===== src/rtl/button_repeat_filter.sv =====
// button_repeat_filter: turns one raw push-button into a debounced level,
// a step pulse stream (press, then auto-repeat while held), and a release pulse.
// Signal chain: 2-flop synchroniser -> debounce filter -> auto-repeat FSM.
module button_repeat_filter #(
    parameter int    ClockPeriod_ns     = 20,
    parameter int    FilterPeriod_ns    = 1_000_000,
    parameter int    PauseInterval_ns   = 450_000_000,
    parameter int    RepeatsInterval_ns = 150_000_000,
    parameter string ActiveLow          = "Yes"
) (
    input  logic Clock,
    input  logic Reset,
    input  logic Button,
    output logic Pressed,
    output logic Step,
    output logic Released
);
    // Tick counts derived from the nanosecond parameters.
    localparam int FT = FilterPeriod_ns / ClockPeriod_ns;
    localparam int PT = PauseInterval_ns / ClockPeriod_ns;
    localparam int RT = RepeatsInterval_ns / ClockPeriod_ns;

    // Counters only ever reach their terminal value minus one, so size for that.
    localparam int FW = (FT > 1) ? $clog2(FT) : 1;
    localparam int TW = (PT > 1) ? $clog2(PT) : 1;

    localparam logic [FW-1:0] F_LAST = FW'(FT - 1);
    localparam logic [TW-1:0] P_LAST = TW'(PT - 1);
    localparam logic [TW-1:0] R_LAST = TW'(RT - 1);

    // Raw level of a released button; the synchroniser resets to it.
    localparam logic ACT_LOW = (ActiveLow == "Yes");

    if (FT < 1 || RT < 1 || PT < RT) begin : g_param_check
        $error("button_repeat_filter: tick counts need FT>=1, RT>=1 and PT>=RT");
    end

    typedef enum logic [1:0] {IDLE, PAUSE, REPEAT} state_t;

    logic          sync1, sync2;
    logic          btn_now;
    logic [FW-1:0] flt_cnt;
    logic          differ, accept, accept_press, accept_release;
    state_t        state, state_nx;
    logic [TW-1:0] timer, timer_nx;
    logic          step_nx, rel_nx;

    // Two-flop synchroniser; reset loads the released level so no edge appears on exit.
    always_ff @(posedge Clock or posedge Reset) begin
        if (Reset) begin
            sync1 <= ACT_LOW;
            sync2 <= ACT_LOW;
        end else begin
            sync1 <= Button;
            sync2 <= sync1;
        end
    end

    // Normalise polarity: 1 = pressed.
    assign btn_now        = sync2 ^ ACT_LOW;
    assign differ         = btn_now ^ Pressed;
    assign accept         = differ && (flt_cnt == F_LAST);
    assign accept_press   = accept && !Pressed;
    assign accept_release = accept && Pressed;

    // Debounce: count consecutive disagreeing samples, flip the level after FT of them.
    always_ff @(posedge Clock or posedge Reset) begin
        if (Reset) begin
            flt_cnt <= '0;
            Pressed <= 1'b0;
        end else if (!differ) begin
            flt_cnt <= '0;
        end else if (accept) begin
            flt_cnt <= '0;
            Pressed <= ~Pressed;
        end else begin
            flt_cnt <= flt_cnt + 1'b1;
        end
    end

    // Auto-repeat next-state logic; a release always beats a timer expiry in the same cycle.
    always_comb begin
        state_nx = state;
        timer_nx = timer + 1'b1;
        step_nx  = 1'b0;
        rel_nx   = accept_release;
        unique case (state)
            IDLE: begin
                timer_nx = '0;
                if (accept_press) begin
                    step_nx  = 1'b1;
                    state_nx = PAUSE;
                end
            end
            PAUSE: begin
                if (accept_release) begin
                    state_nx = IDLE;
                    timer_nx = '0;
                end else if (timer == P_LAST) begin
                    step_nx  = 1'b1;
                    state_nx = REPEAT;
                    timer_nx = '0;
                end
            end
            REPEAT: begin
                if (accept_release) begin
                    state_nx = IDLE;
                    timer_nx = '0;
                end else if (timer == R_LAST) begin
                    step_nx  = 1'b1;
                    timer_nx = '0;
                end
            end
            default: begin
                state_nx = IDLE;
                timer_nx = '0;
            end
        endcase
    end

    // FSM state, timer and registered pulse outputs (aligned with the Pressed flip).
    always_ff @(posedge Clock or posedge Reset) begin
        if (Reset) begin
            state    <= IDLE;
            timer    <= '0;
            Step     <= 1'b0;
            Released <= 1'b0;
        end else begin
            state    <= state_nx;
            timer    <= timer_nx;
            Step     <= step_nx;
            Released <= rel_nx;
        end
    end

endmodule

===== config.mk =====
export PLATFORM = sky130hd
export DESIGN_NAME = button_repeat_filter
export DESIGN_NICKNAME = d
export VERILOG_FILES = /design/src/rtl/button_repeat_filter.sv
export SDC_FILE = /design/constraint.sdc
export NUM_CORES = 1
export LEC_CHECK = 0
export CAP_MARGIN = 25
export CELL_PAD_IN_SITES_DETAIL_PLACEMENT = 0
export CELL_PAD_IN_SITES_GLOBAL_PLACEMENT = 2
export CORE_ASPECT_RATIO = 0.75
export CORE_MARGIN = 5
export CORE_UTILIZATION = 43
export DETAILED_ROUTE_END_ITERATION = 8
export PLACE_DENSITY_LB_ADDON = 0.1
export SYNTH_ARGS = -nofsm -noshare
export SYNTH_HDL_FRONTEND = slang
export SYNTH_SLANG_ARGS = --single-unit

===== constraint.sdc =====
create_clock -name Clock -period 5.3 [get_ports Clock]
set_input_delay 1.06 -clock Clock [delete_from_list [all_inputs] [get_ports Clock]]
set_output_delay 1.06 -clock Clock [all_outputs]
set_load 0.01 [all_outputs]

==> impl_metrics.yaml <==
critical_path:
  rr_endpoint: "timer[9]$_DFF_PP0_"
  slowest_delay_ns: 0.72
  endpoint_kind: "flop"
  worstPathArrival_ns: 2.74
  crit_type: "reg -> reg"
  path_cells: "ha_1 > and4_4 > nand4_2 > o41a_1 > o211ai_4 > nor2_1"
  rr_startpoint: "timer[0]$_DFF_PP0_"
  rr_worst_depth: 6
  startpoint_type: "flop"
  rrSetupSlack_ns: 2.70
  worstPathMaxFanout: 25
  crit_slowest_cell: "o211ai_4"
  cp.required_ns: 5.44
clock_network:
  cts_sinks: 48
  cts_tree: "done"
  numCtsBuffers: 5
  htree_levels: 2
  post-cts-setup-buffer-count: 0
  cts.repair.resized: 0
  clock_latency_ns: 0.29
  cts_root_buf: "clkbuf_8"
  clkTransAtPathRegs_ns: 0.08
  cts_buffer_depth: 2
  holdBufCountCts: 0
synth:
  ys_ff_latch: 48
  synth-simple-area-share: 0.279
  syn_inst: 252
  synth_top_family_by_area: "simple AND/OR/NAND/NOR gates"
  syn_area_um2: 2530
  syn-num-nets: 261
  ys_warn_count: 0
  synthArstFlopShare: 1.00
  synth_mux_area_frac: 0
  synth.distinct_cells: 43
  synth-xor-area-share: 0.121
  synth_edf_count: 0
  synth.yosys.seq_area_share: 0.476
  synth_adder_area_share: 0.0297
  synth-compound-area-share: 0.0545
  syn_avg_cell_area_um2: 10.0
  synthFlopType: "dfrtp_1"
power:
  p_per_area_nw_per_um2: 223
  intPower_mw: 0.481
  power.leakage_nw: 1.06
  power_frac_clock: 0.363
  peakVddDrop_mv: 0.122
  p_seq_frac: 0.610
  switchingPower_mw: 0.128
  comb_power_share: 0.027
  switching_share: 0.211
finish:
  ff_latch_area_um2: 1200
  fin_nets: 268
  antenna_cells: 0
  nFillCells: 567
  final_cell_mix: "dfrtp_1 (46), nor2_1 (32), xnor2_1 (21)"
  area_growth_syn_to_layout_pct: 8.22
  layout.cells.most_common: "dfrtp_1"
  multiInputGateArea_um2: 1220
  drive_gt1_frac: 0.104
  post-route-util: 0.474
routing:
  vias: 1807
  routed_via_density: 5.35
  dr.pass1.iters: 4
  ant_nets: 0
  drc: 0
  wl_per_cell_um: 14.7
  wirelength_um: 4970
  first_iter_violations: 92
grt:
  grt_use_met3: 0.0329
  grt_max_degree: 32
  grt_pass1_wl_um: 8730
  antenna_found_initial: 0
  first_global_vias: 1745
  grtUsageTotal: 0.143
  grt_most_used_layer: "met1"
  grt_overflow: 0
  grt_util_met1: 0.234
  gr-usage-met2: 0.190
hold_path:
  hold_path_class: "reg -> reg"
  holdPathEnd: "sync2$_DFF_PP1_"
  hold_path_depth: 0
  worstHoldStart: "sync1$_DFF_PP1_"
floorplanning:
  num_rows: 24
  core_area_um2: 5770
  start_util: 0.438
  ios: 6
  fp.dieArea_um2: 7520
  die_w_um: 98.5
  die-height_um: 76.4
sta:
  rsz0062_at_grt: "false"
  fin_crit_sh: 0.491
  timing.final.ws_setup_ns: 2.70
  slew_violations: 0
  max_freq_ghz: 0.385
  worst_slew_pin_slew_ns: 0.852
  setup_tns_ns: 0
  hold_violations: 0
  fin_skew_ns: 0.00638
  slew_headroom: 0.429
  finalSetupViolations: 0
  min_period_ns: 2.60
place:
  port_buffers: 5
  routabilityCongestion: 0.746
  dpl.hpwl_um: 3430
  pre_cts_slack_ns: 2.66
flow_run:
  max-cap-violations: 0
outcome:
  status: "complete, no violations"
## flip-flops by register name, indices dropped and copies added (netlist names)
signal and cells:
sync1 1, state 2, timer 25, flt_cnt 16, Released 1, Pressed 1
sync2 1, Step 1
## critical path, delay by kind of cell, from the launching register on
family | cells | cell delay (ns)
adders and majority gates | 1 | 0.23
AOI/OAI and AO/OA | 2 | 1.24
and+or+nand+nor | 3 | 0.54
DFF | 1 | 0.42
## cells by family after synthesis
group,after synthesis
flops,48
simple gates,125
compound gates,19
xor+xnor,35
fa+ha+maj,6
buf+inv,19
## worst max path at each step
stage,endpoint,startpoint
after floorplan,Pressed$_DFFE_PP0P_,Reset
after global placement,timer[11]$_DFF_PP0_,timer[0]$_DFF_PP0_
after detailed placement,timer[24]$_DFF_PP0_,timer[0]$_DFF_PP0_
after CTS,timer[9]$_DFF_PP0_,timer[0]$_DFF_PP0_
after global routing,timer[12]$_DFF_PP0_,timer[0]$_DFF_PP0_
final,timer[9]$_DFF_PP0_,timer[0]$_DFF_PP0_
## synthesized netlist by cell type (all sizes together) (2+ instances only)
cell     n  area share
a21oi    6       0.012
and2     3      0.0074
and3     5       0.012
and4     6       0.022
buf      3       0.015
clkbuf   3      0.0050
dfrtp   46        0.46
dfstp    2       0.021
ha       6       0.030
inv     13       0.019
nand2   14       0.021
nand3   12       0.024
nand4   13       0.035
nor2    42       0.072
nor3    11       0.022
nor4     5       0.018
nor4bb   2      0.0079
o21ai    5      0.0099
o41a     2      0.0089
or3      3      0.0074
or4      2      0.0059
xnor2   21       0.073
xor2    14       0.049
## power groups by stage
stage / logic, mW / registers (mW) / clock network, mW
floorplan: 0.0101 / 0.378 / 0
global placement: 0.0153 / 0.379 / 0
detailed placement: 0.0174 / 0.379 / 0
CTS: 0.0173 / 0.372 / 0.231
global route: 0.0199 / 0.372 / 0.250
finish: 0.0164 / 0.372 / 0.221
## per-layer routing
layer	vias to the layer above	wire [µm]
met2	25	2020
met1	889	2780
met4	0	25
li1	891	-
met5	-	0
met3	2	152
## area by class of cell
| type | count | area share |
|---|---|---|
| Multi-Input combinational cell | 185 | 0.448 |
| Sequential cell | 48 | 0.440 |
| Tap cell | 78 | 0.0357 |
| Clock buffer | 8 | 0.0330 |
| Timing Repair Buffer | 6 | 0.0256 |
| Inverter | 13 | 0.0178 |
## metrics by stage
stage	power, mW	hold slack, ns	instances	instance area (µm²)
2_1_floorplan	0.388	0.345	252	2530
4_1_cts	0.619	0.369	338	2730
3_5_place_dp	0.396	0.347	330	2640
3_3_place_gp	0.394	0.347	329	2620
5_1_grt	0.642	0.375	338	2730
6_report	0.609	0.369	338	2730
No activity file was read; power rests on OpenSTA's default activity.
